===== config.mk =====
export PLATFORM = sky130hd
export DESIGN_NAME = mips_instr_encoder
export DESIGN_NICKNAME = d
export VERILOG_FILES = /design/src/rtl/mips_instr_encoder.sv
export SDC_FILE = /design/constraint.sdc
export NUM_CORES = 1
export LEC_CHECK = 0
export ABC_AREA = 0
export CAP_MARGIN = 25
export CORE_ASPECT_RATIO = 1.2
export CORE_MARGIN = 5
export CORE_UTILIZATION = 30
export DETAILED_ROUTE_END_ITERATION = 12
export GPL_ROUTABILITY_DRIVEN = 0
export PLACE_DENSITY = 0.7
export SYNTH_ARGS = -nofsm -noshare
export SYNTH_HDL_FRONTEND = slang
export SYNTH_SLANG_ARGS = --single-unit

===== constraint.sdc =====
create_clock -name CLK -period 1.6 [get_ports CLK]
set_input_delay 0.32 -clock CLK [delete_from_list [all_inputs] [get_ports CLK]]
set_output_delay 0.32 -clock CLK [all_outputs]
set_load 0.02 [all_outputs]

===== src/rtl/mips_instr_encoder.sv =====
// MIPS instruction encoder / program loader: packs decoded fields into R/I/J words and writes them sequentially to IMEM.
// Optional opcode filtering is enabled by defining MIPS_ENC_OPCHECK_EN.
module mips_instr_encoder #(
    parameter logic [31:0] BASE_ADDR = 32'h0000_0000,
    parameter int          DEPTH     = 64
) (
    input  logic                     CLK,
    input  logic                     Reset,
    input  logic                     Start,
    input  logic                     Finish,
    input  logic                     InValid,
    output logic                     InReady,
    input  logic [5:0]               Opcode,
    input  logic [4:0]               Rs,
    input  logic [4:0]               Rt,
    input  logic [4:0]               Rd,
    input  logic [4:0]               Shamt,
    input  logic [5:0]               Funct,
    input  logic [15:0]              Imm,
    input  logic [25:0]              Target,
    output logic                     IMemWrEn,
    output logic [31:0]              IMemAddr,
    output logic [31:0]              IMemWrData,
    output logic [$clog2(DEPTH):0]   Count,
    output logic                     Full,
    output logic                     Done,
    output logic                     Error,
    output logic [5:0]               ErrOpcode
);

    localparam int CW = $clog2(DEPTH) + 1;
    localparam logic [5:0] OP_RTYPE = 6'b000000;
    localparam logic [5:0] OP_JUMP  = 6'b000010;

    typedef enum logic [1:0] {
        IDLE = 2'd0,
        LOAD = 2'd1,
        DONE = 2'd2
    } state_t;

    state_t      state, nextState;
    logic        accept;
    logic        opSupported;
    logic        sessionStart;
    logic [31:0] encWord;

    assign Full         = (Count == CW'(DEPTH));
    assign InReady      = (state == LOAD) && !Full;
    assign accept       = InValid && InReady;
    assign Done         = (state == DONE);
    assign sessionStart = (state == IDLE) && Start;

    // NOTE: state registers use non-blocking assignments so every flop samples pre-edge values.
    always_ff @(posedge CLK) begin
        if (Reset) state <= IDLE;
        else       state <= nextState;
    end

    // NOTE: the default assigned first keeps this block free of inferred latches.
    always_comb begin
        nextState = state;
        case (state)
            IDLE:    if (Start)  nextState = LOAD;
            LOAD:    if (Finish) nextState = DONE;
            DONE:    nextState = IDLE;
            default: nextState = IDLE;
        endcase
    end

    always_comb begin
        encWord = {Opcode, Rs, Rt, Imm};
        if (Opcode == OP_RTYPE)     encWord = {Opcode, Rs, Rt, Rd, Shamt, Funct};
        else if (Opcode == OP_JUMP) encWord = {Opcode, Target};
    end

    // Address is taken from the pre-increment count so the first word lands on BASE_ADDR.
    always_ff @(posedge CLK) begin
        if (Reset) begin
            IMemWrEn   <= 1'b0;
            IMemAddr   <= '0;
            IMemWrData <= '0;
            Count      <= '0;
        end else begin
            IMemWrEn <= 1'b0;
            if (sessionStart) begin
                Count <= '0;
            end else if (accept && opSupported) begin
                IMemWrEn   <= 1'b1;
                IMemAddr   <= BASE_ADDR + (32'(Count) << 2);
                IMemWrData <= encWord;
                Count      <= Count + CW'(1);
            end
        end
    end

`ifdef MIPS_ENC_OPCHECK_EN
    always_comb begin
        case (Opcode)
            6'b000000, 6'b100011, 6'b101011, 6'b000100, 6'b000010,
            6'b001101, 6'b001000, 6'b001001, 6'b001100, 6'b001111,
            6'b001010, 6'b001011, 6'b001110: opSupported = 1'b1;
            default:                         opSupported = 1'b0;
        endcase
    end

    // Only the first rejected opcode of a session is kept for diagnosis.
    always_ff @(posedge CLK) begin
        if (Reset) begin
            Error     <= 1'b0;
            ErrOpcode <= '0;
        end else if (sessionStart) begin
            Error     <= 1'b0;
            ErrOpcode <= '0;
        end else if (accept && !opSupported) begin
            Error <= 1'b1;
            if (!Error) ErrOpcode <= Opcode;
        end
    end
`else
    assign opSupported = 1'b1;
    assign Error       = 1'b0;
    assign ErrOpcode   = '0;
`endif

endmodule


==> impl_metrics.tcl, run 1 <==
set metrics [dict create \
    arrival_ps 1490 \
    worst_hold_startpoint "Reset" \
    cap_violations 0 \
    ys_types 40 \
    max_stage_delay_ps 370 \
    p_int_mw 2.149 \
    cp_slowest_cell "dfxtp_4" \
    antenna_found_initial 0 \
    area_delta_synth_final_pct 81.27 \
    cts_tree "yes" \
    via_per_inst 4.489 \
    row_count 37 \
    irDropWorstVdd_v 0.0004265 \
    grt.met3_usage 0.05094 \
    grt_max_degree 27 \
    io_pins 161 \
    period_needed_ps 1808 \
    synth-main-ff-cell "dfxtp_1" \
    clock_power_share 0.303 \
    ctsHoldBuffers 0 \
    path_clk_slew_ps 90 \
    path_cells "inv_4, ha_4, nor4b_4, and3_4, nor3b_4, buf_6" \
    rsz0062_at_grt "true" \
    ant_nets 0 \
    remaining_drc_errors 0 \
    clock_path_buffers 2 \
    grt_first_pass_wirelength_um 12970 \
    synth_seq_cells 49 \
    power_density_nw_per_um2 620.4 \
    ff2ff_setup_slack_ps -190 \
    use_met2 0.2868 \
    cts.root.buffer_cell "clkbuf_8" \
    fin_skew_ps 9.469 \
    syn_avg_cell_area_um2 9.565 \
    num_vias 2478 \
    slew_violations 0 \
    nNetsFinal 515 \
    whs_path_depth 2 \
    async_reset_ff_frac 0 \
    yosysWarnings 0 \
    cts_buffers 5 \
    switching_power_mw 0.7872 \
    status "finished with violations" \
    clk_latency_ps 300 \
    drive_gt1_frac 0.2920 \
    synth_cells 273 \
    wl_per_cell_um 15.73 \
    start_util 0.3049 \
    report.final.hold_viol_count 0 \
    power_frac_seq 0.437 \
    r2r_cells 10 \
    drt_first_pass_iters 4 \
    drtIter0Drc 35 \
    syn-cell-area_um2 2611 \
    min_to "IMemAddr[4]$_SDFFE_PP0P_" \
    placed_cells 528 \
    utilization 0.5527 \
    cp_max_fo 3 \
    synthDominantCellAreaShare 0.3757 \
    post-route-cell-area_um2 4733 \
    coreArea_um2 8564 \
    io_buffers 128 \
    die-area_um2 10680 \
    timing.final.crit_share 1.130 \
    setup_ws_ps -208.1 \
    sw_frac_of_total 0.2681 \
    fillers 746 \
    top_usage_layer "met2" \
    die_y_um 112.2 \
    r2r_start "Count[1]$_SDFFE_PP0P_" \
    synth.area.top_cells "dfxtp_1 (38%), mux2i_1 (11%), buf_4 (9.2%), mux2_2 (6.9%), nand2b_1 (4.6%)" \
    synth_edf_count 0 \
    die_w_um 95.17 \
    wirelength_um 8685 \
    crit_required_ps 1280 \
    use_met1 0.1667 \
    timing.rr.end "Count[2]$_SDFFE_PP0P_" \
    clock_sinks 49 \
    fmax_mhz 553.1 \
    place_area_um2 4118 \
    grt.overflow.total 0 \
    instances_no_fill 552 \
    worst-setup-path-type "reg -> out" \
    n_antenna_cell 0 \
    yosysTopAreaCell "dfxtp_1" \
    end_kind "primary output" \
    comb_power_share 0.260 \
    setup_viol 43 \
    grt_pass1_vias 2601 \
    h-tree-depth 2 \
    ys_seq_area_frac 0.3757 \
    track_usage 0.1532 \
    leakage_nw 2.184 \
    violations "setup timing" \
    hold_path_class "in -> reg" \
    cp-start-kind "register" \
    post-dp-hpwl_um 6251 \
]
sequential cells by signal, summed over array words and instances (netlist names):
name        count
Count           7
IMemAddr        7
IMemWrData     32
IMemWrEn        1
state           2
area by class of cell:
class | instances | area [um^2] | share of cell area
clock buffers | 6 | 72.57 | 0.01533
clock inverters | 2 | 38.79 | 0.008195
inverters | 4 | 20.02 | 0.004229
multi-input cells | 202 | 1638 | 0.3460
flip-flops and latches | 49 | 989.7 | 0.2091
well taps | 117 | 146.4 | 0.03093
repair buffers | 172 | 1828 | 0.3862
through the flow:
step                total power [mW]  setup TNS (ps)  hold slack [ps]  setup slack [ps]
CTS                            2.961           -4902            292.2            -228.2
floorplan                      1.686          -486.7            467.2            -47.46
finish                         2.936           -3582            299.6            -208.1
detailed placement             1.976          -18110            473.9            -577.8
global placement               1.966          -17230            469.3            -557.1
global route                   3.090           -6231            296.8            -274.0
placed cells by master (no fill, tap or decap), types with 8 or more instances in the layout:
cell type         n
dfxtp_1          46
nor2_1           22
nand2b_1         18
dlymetal6s2s_1   18
clkdlybuf4s50_1  76
buf_6             8
buf_4            21
o22ai_2          12
conb_1           32
dlygate4sd2_1    29
mux2i_1          26
mux2_2           16
cell usage after synthesis (2+ instances only):
library cell  count
o22ai_1          16
a311oi_2          4
or3_1             2
a21oi_1           3
xnor2_1           3
o21ai_0           3
clkbuf_1          5
buf_2             8
a311oi_1          6
nor3_1            2
a211oi_1          2
nor2_1           27
ha_1              2
inv_1             4
nand2b_1         19
nand3_2           4
mux2i_1          29
buf_6             3
dfxtp_1          49
buf_4            32
nand3_1           6
nand2_1           8
nand2_2           4
mux2_2           16
logic make-up after synthesis:
family / count (synthesis) / share of synthesized area
AO/OA/AOI/OAI: 37 / 0.1097
flip-flops: 49 / 0.3757
other: 1 / 0.001436
AND/OR/NAND/NOR: 83 / 0.1787
adder cells (fa/ha/maj): 2 / 0.009582
XOR/XNOR: 3 / 0.01006
buffers and inverters: 53 / 0.1346
multiplexers: 45 / 0.1802
power by group through the flow:
stage | clock [mW] | combinational, mW | sequential (mW)
after floorplan | 0 | 0.332 | 1.35
after global placement | 0 | 0.657 | 1.31
after detailed placement | 0 | 0.665 | 1.31
after CTS | 0.930 | 0.748 | 1.28
after global routing | 0.988 | 0.814 | 1.29
final | 0.891 | 0.763 | 1.28
repair_timing:
action                                 in CTS  in global routing
gates resized for setup                    96                 35
setup endpoints to repair                  69                 62
setup buffers                               8                  7
pin swaps                                  22                 14
gates cloned                                6                  1
endpoints found under the hold margin       0                  0
routing by layer:
metal  share of wire  vias up
li1                -     1215
met5               0        -
met2            0.54       92
met1            0.36     1169
met3           0.095        2
met4          0.0029        0
worst max-delay path, delay by kind of cell, from the launching register on:
family	cells	cell delay (ps)
fa+ha+maj	1	130
buf+inv	2	190
flops	1	370
simple gates	3	510
worst max path at each step:
stage                                   to             startpoint  slack, ps
2_1_floorplan  IMemWrData[16]$_SDFFE_PP0P_              Opcode[0]        -50
3_3_place_gp   IMemWrData[17]$_SDFFE_PP0P_              Opcode[0]       -560
3_5_place_dp   IMemWrData[18]$_SDFFE_PP0P_              Opcode[0]       -580
4_1_cts                            InReady  Count[1]$_SDFFE_PP0P_       -230
5_1_grt                            InReady  Count[1]$_SDFFE_PP0P_       -270
6_report                           InReady  Count[1]$_SDFFE_PP0P_       -210
(Power assumes the default switching activity.)
==> run 2: changes to the inputs <==
--- a/config.mk
+++ b/config.mk
@@ -9,10 +9,10 @@
 export CAP_MARGIN = 25
 export CORE_ASPECT_RATIO = 1.2
 export CORE_MARGIN = 5
-export CORE_UTILIZATION = 30
+export CORE_UTILIZATION = 28
 export DETAILED_ROUTE_END_ITERATION = 12
 export GPL_ROUTABILITY_DRIVEN = 0
-export PLACE_DENSITY = 0.7
+export PLACE_DENSITY = 0.66
 export SYNTH_ARGS = -nofsm -noshare
 export SYNTH_HDL_FRONTEND = slang
 export SYNTH_SLANG_ARGS = --single-unit
==> run 2 against run 1 <==
The flow still finishes with violations (setup timing). Final area increased by 1.0%. Utilization decreased by 2.6 points. Non-clock buffer count increased by 2. Clock skew increased by 1.5 ps. Flip-flop and latch count unchanged. Critical path depth unchanged. Sequential share of layout area decreased by 0.21 points. Critical path type unchanged. Critical endpoint unchanged.
==> impl_metrics.tcl, run 2 (same netlist as run 1, synthesis figures left out) <==
set metrics [dict create \
    track_usage 0.1444 \
    hold_path_class "in -> reg" \
    slew_violations 0 \
    antenna_found_initial 1 \
    clk_latency_ps 300 \
    violations "setup timing" \
    layout_common_cells "clkdlybuf4s50_1 (77), dfxtp_1 (46), conb_1 (32)" \
    wl_met1_um 3409 \
    critical_path_buf_inv_count 2 \
    regMostFlops "IMemWrData" \
    timing.final.crit_share 1.129 \
    nNetsFinal 517 \
    status "finished with violations" \
    power_density_nw_per_um2 611.1 \
    cts_buffers 5 \
    r2r_start "Count[1]$_SDFFE_PP0P_" \
    utilization 0.5266 \
    cp-start-kind "register" \
    drt_first_pass_iters 4 \
    grt_first_pass_wirelength_um 13230 \
    ant_nets 0 \
    cts.root.buffer_cell "clkbuf_8" \
    remaining_drc_errors 0 \
    top_layer_used "met5" \
    post-dp-hpwl_um 6309 \
    end_kind "primary output" \
    report.final.hold_viol_count 0 \
    ff2ff_setup_slack_ps -130 \
    die-area_um2 11360 \
    arrival_ps 1490 \
    setup_ws_ps -206.2 \
    worst-setup-path-type "reg -> out" \
    grt_max_degree 26 \
    drive_gt1_frac 0.3021 \
    final_common_cell "clkdlybuf4s50_1" \
    max_stage_delay_ps 370 \
    path_cells "inv_4, ha_4, nor4b_4, and3_4, nor3b_4, buf_6" \
    clock_path_buffers 2 \
    h-tree-depth 2 \
    cp_max_fo 3 \
    drtIter0Drc 55 \
    cp_top_family "simple AND/OR/NAND/NOR gates" \
    io_pins 161 \
    reg_top3 "IMemWrData (32), Count (7), IMemAddr (7)" \
    n_antenna_cell 0 \
    wl_met2_um 4485 \
    wirelength_um 8758 \
    post-route-cell-area_um2 4782 \
    wl_per_cell_um 15.72 \
    clock_sinks 49 \
    cap_violations 0 \
    fmax_mhz 553.7 \
    area_delta_synth_final_pct 83.13 \
    fin_skew_ps 10.96 \
    grt_pass1_vias 2580 \
    cts_tree "yes" \
    coreArea_um2 9081 \
    grt.overflow.total 0 \
    row_count 38 \
    num_vias 2454 \
    setup_viol 39 \
    whs_path_depth 3 \
    via_per_inst 4.406 \
    leakage_nw 2.293 \
    io_buffers 128 \
    wl_met3_um 756 \
    place_area_um2 4144 \
    rsz0062_at_grt "true" \
    ctsHoldBuffers 0 \
    period_needed_ps 1806 \
    cp_slowest_cell "dfxtp_4" \
    crit_required_ps 1280 \
    irDropWorstVdd_v 0.0003717 \
    path_clk_slew_ps 90 \
    r2r_cells 10 \
    worst_hold_startpoint "Opcode[4]" \
    largest_reg_flops 32 \
    die_w_um 98.16 \
    start_util 0.2875 \
    timing.rr.end "IMemAddr[8]$_SDFFE_PP0P_" \
    die_y_um 115.8 \
    min_to "IMemWrData[30]$_SDFFE_PP0P_" \
]
[run 2: worst max path at each step]
stage,startpoint,to,cells past startpoint
floorplan,Opcode[0],IMemWrData[16]$_SDFFE_PP0P_,5
global placement,Opcode[0],IMemWrData[16]$_SDFFE_PP0P_,6
detailed placement,Opcode[0],IMemWrData[17]$_SDFFE_PP0P_,6
CTS,Count[1]$_SDFFE_PP0P_,InReady,6
global route,Count[1]$_SDFFE_PP0P_,InReady,6
finish,Count[1]$_SDFFE_PP0P_,InReady,6
[run 2: where the power goes]
group	leakage [nW]	switching [mW]	internal, mW
registers	0.400	0.0253	1.26
logic	1.84	0.342	0.422
clock network	0.0518	0.415	0.461
total	2.29	0.783	2.14
[run 2: per-stage QoR]
step                hold slack (ps)  setup slack, ps  TNS (ps)  power (mW)  std cells
floorplan                     467.2           -47.46    -486.7       1.686        304
global placement              470.4           -559.2    -16740       1.970        535
detailed placement            474.2           -590.9    -17750       1.980        535
CTS                           274.0           -214.4     -2229       2.948        554
global route                  270.6           -295.3     -5977       3.067        557
finish                        283.4           -206.2     -2379       2.922        557
[run 2: area by class of cell]
cell class	count	area, um^2
Tap cell	120	150.1
Multi-Input combinational cell	202	1657
Clock buffer	5	68.82
Inverter	4	20.02
Fill cell	844	4299
Clock inverter	3	41.29
Sequential cell	49	989.7
Timing Repair Buffer	174	1856
[run 2: per-layer routing]
metal  track usage  vias to the layer above
li1              -                     1214
met1        0.1556                     1138
met2        0.2643                       90
met3       0.06201                       10
met4       0.03188                        2
met5             0                        -
[run 2: tightest hold or removal path: cells and delay by family]
family                 cells  cell delay [ps]
buffers and inverters      1               90
multiplexers               1               60
AND/OR/NAND/NOR            1               70
[run 2: what timing repair did]
action / in CTS / in global routing
cloned: 4 / 2
setup buffers: 7 / 3
resized for setup: 90 / 42
setup endpoints to repair: 59 / 71
pin swaps: 15 / 14
==> run 3: changes to the inputs <==
--- a/config.mk
+++ b/config.mk
@@ -8,11 +8,11 @@
 export ABC_AREA = 0
 export CAP_MARGIN = 25
 export CORE_ASPECT_RATIO = 1.2
-export CORE_MARGIN = 5
+export CORE_MARGIN = 2
 export CORE_UTILIZATION = 28
 export DETAILED_ROUTE_END_ITERATION = 12
 export GPL_ROUTABILITY_DRIVEN = 0
-export PLACE_DENSITY = 0.66
+export PLACE_DENSITY = 0.65
 export SYNTH_ARGS = -nofsm -noshare
 export SYNTH_HDL_FRONTEND = slang
 export SYNTH_SLANG_ARGS = --single-unit
==> run 3 against run 2 <==
The run still ends with setup timing left. Non-clock buffer count down 1. Worst setup slack got worse by 3.5 ps. Sequential share of layout area is 0.19 points higher. Final area decreased by 0.92%. Die area fell by 11%. Largest cell class unchanged.
==> impl_metrics.tcl, run 3 (same netlist as run 1, synthesis figures left out) <==
set metrics [dict create \
    status "finished with violations" \
    violations "setup timing" \
    irDropWorstVdd_v 0.0003248 \
    setup_ws_ps -209.6 \
    wl_met2_um 4311 \
    wl_per_cell_um 14.68 \
    row_count 38 \
    die-area_um2 10120 \
    drtIter0Drc 76 \
    hold_ws_ps 272.6 \
    cp-endpoint "InReady" \
    ant_nets 0 \
    grt_max_degree 24 \
    timing.final.crit_share 1.131 \
    cts_buffers 5 \
    wl_met1_um 3079 \
    place_area_um2 4129 \
    fin_skew_ps 10.96 \
    antenna_found_initial 0 \
    wirelength_um 8160 \
    ctsHoldBuffers 0 \
    nNetsFinal 516 \
    cp-start-kind "register" \
    fillers 851 \
    slew_violations 0 \
    critPathLaunch "Count[0]$_SDFFE_PP0P_" \
    path_depth 6 \
    path_cells "inv_4, ha_4, nor4b_4, and3_4, nor3b_4, buf_6" \
    post-route-cell-area_um2 4738 \
    drive_gt1_frac 0.2890 \
    wl_met3_um 638 \
    track_usage 0.1578 \
    io_buffers 128 \
    hold_path_class "in -> reg" \
    clk_latency_ps 300 \
    cp_top_family "simple AND/OR/NAND/NOR gates" \
    top_layer_used "met4" \
    worst-setup-path-type "reg -> out" \
    grt_first_pass_wirelength_um 12670 \
    cap_violations 0 \
    remaining_drc_errors 0 \
    die_w_um 92.16 \
    cp_slowest_cell "dfxtp_4" \
    arrival_ps 1490 \
    layout_common_cells "clkdlybuf4s50_1 (77), dfxtp_1 (46), conb_1 (32)" \
    h-tree-depth 2 \
    critical_path_buf_inv_count 2 \
    end_kind "primary output" \
    grt.overflow.total 0 \
    start_util 0.2891 \
    rsz0062_at_grt "true" \
    ff2ff_setup_slack_ps -100 \
    drt_first_pass_iters 4 \
    cts_tree "yes" \
    fmax_mhz 552.6 \
    final_common_cell "clkdlybuf4s50_1" \
    reg_top3 "IMemWrData (32), Count (7), IMemAddr (7)" \
    crit_required_ps 1280 \
    via_per_inst 4.556 \
    r2r_start "Count[0]$_SDFFE_PP0P_" \
    cts.root.buffer_cell "clkbuf_8" \
    period_needed_ps 1810 \
    grt_pass1_vias 2538 \
    cp_max_fo 3 \
    path_clk_slew_ps 100 \
    regMostFlops "IMemWrData" \
    clock_sinks 49 \
    total_power_mw 2.941 \
    dpl_worst_slack_ps -585.9 \
    clock_path_buffers 2 \
    timing.rr.end "IMemWrData[18]$_SDFFE_PP0P_" \
    post-dp-hpwl_um 5845 \
    report.final.hold_viol_count 0 \
    largest_reg_flops 32 \
    coreArea_um2 9034 \
    io_pins 161 \
    power_density_nw_per_um2 620.6 \
    max_stage_delay_ps 370 \
    area_delta_synth_final_pct 81.46 \
    n_antenna_cell 0 \
    num_vias 2533 \
    r2r_cells 9 \
    setup_viol 41 \
    die_y_um 109.8 \
    leakage_nw 2.225 \
]
## run 3: cell type report
type	count	area (um^2)	share of cell area
Clock buffer	5	68.82	0.01452
Clock inverter	3	46.29	0.009770
Inverter	4	20.02	0.004225
Multi-Input combinational cell	202	1594	0.3364
Sequential cell	49	989.7	0.2089
Tap cell	120	150.1	0.03169
Timing Repair Buffer	173	1869	0.3945
## run 3: what timing repair did
action | CTS | global route
resized for setup | 95 | 30
setup endpoints to repair | 66 | 65
cloned | 7 | 0
buffers inserted | 6 | 2
pin swaps | 26 | 7
## run 3: per-stage QoR
| step | std cells | util | TNS [ps] |
|---|---|---|---|
| floorplan | 304 | - | -486.7 |
| global placement | 533 | 0.4571 | -16700 |
| detailed placement | 533 | 0.4571 | -18240 |
| CTS | 554 | 0.5130 | -1959 |
| global route | 556 | 0.5245 | -5752 |
| finish | 556 | 0.5245 | -1800 |
## run 3: how the worst min path moves through the flow
stage | start | end | slack [ps] | depth (start not counted)
2_1_floorplan | Opcode[0] | IMemWrData[26]$_SDFFE_PP0P_ | 470 | 2
3_3_place_gp | IMemAddr[4]$_SDFFE_PP0P_ | IMemAddr[4]$_SDFFE_PP0P_ | 460 | 2
3_5_place_dp | IMemAddr[4]$_SDFFE_PP0P_ | IMemAddr[4]$_SDFFE_PP0P_ | 460 | 2
4_1_cts | Opcode[3] | IMemWrData[29]$_SDFFE_PP0P_ | 260 | 3
5_1_grt | Opcode[3] | IMemWrData[29]$_SDFFE_PP0P_ | 300 | 3
6_report | Opcode[3] | IMemWrData[29]$_SDFFE_PP0P_ | 270 | 3
## run 3: where the power goes
part           total (mW)  internal (mW)  switching, mW
clock               0.901          0.468          0.433
sequential           1.28           1.26         0.0268
combinational       0.756          0.425          0.331
## run 3: metal layers
metal	vias up	track usage
li1	1224	-
met1	1194	0.1674
met2	103	0.3020
met3	12	0.04935
met4	0	0.04158
met5	-	0
## run 3: worst reg2reg max path: cells and delay by family (launching register included)
| family | cells | cell delay (ps) |
|---|---|---|
| buffers and inverters | 5 | 640 |
| DFF | 1 | 360 |
| and+or+nand+nor | 1 | 200 |
| AOI/OAI and AO/OA | 2 | 280 |
| adders and majority gates | 1 | 120 |
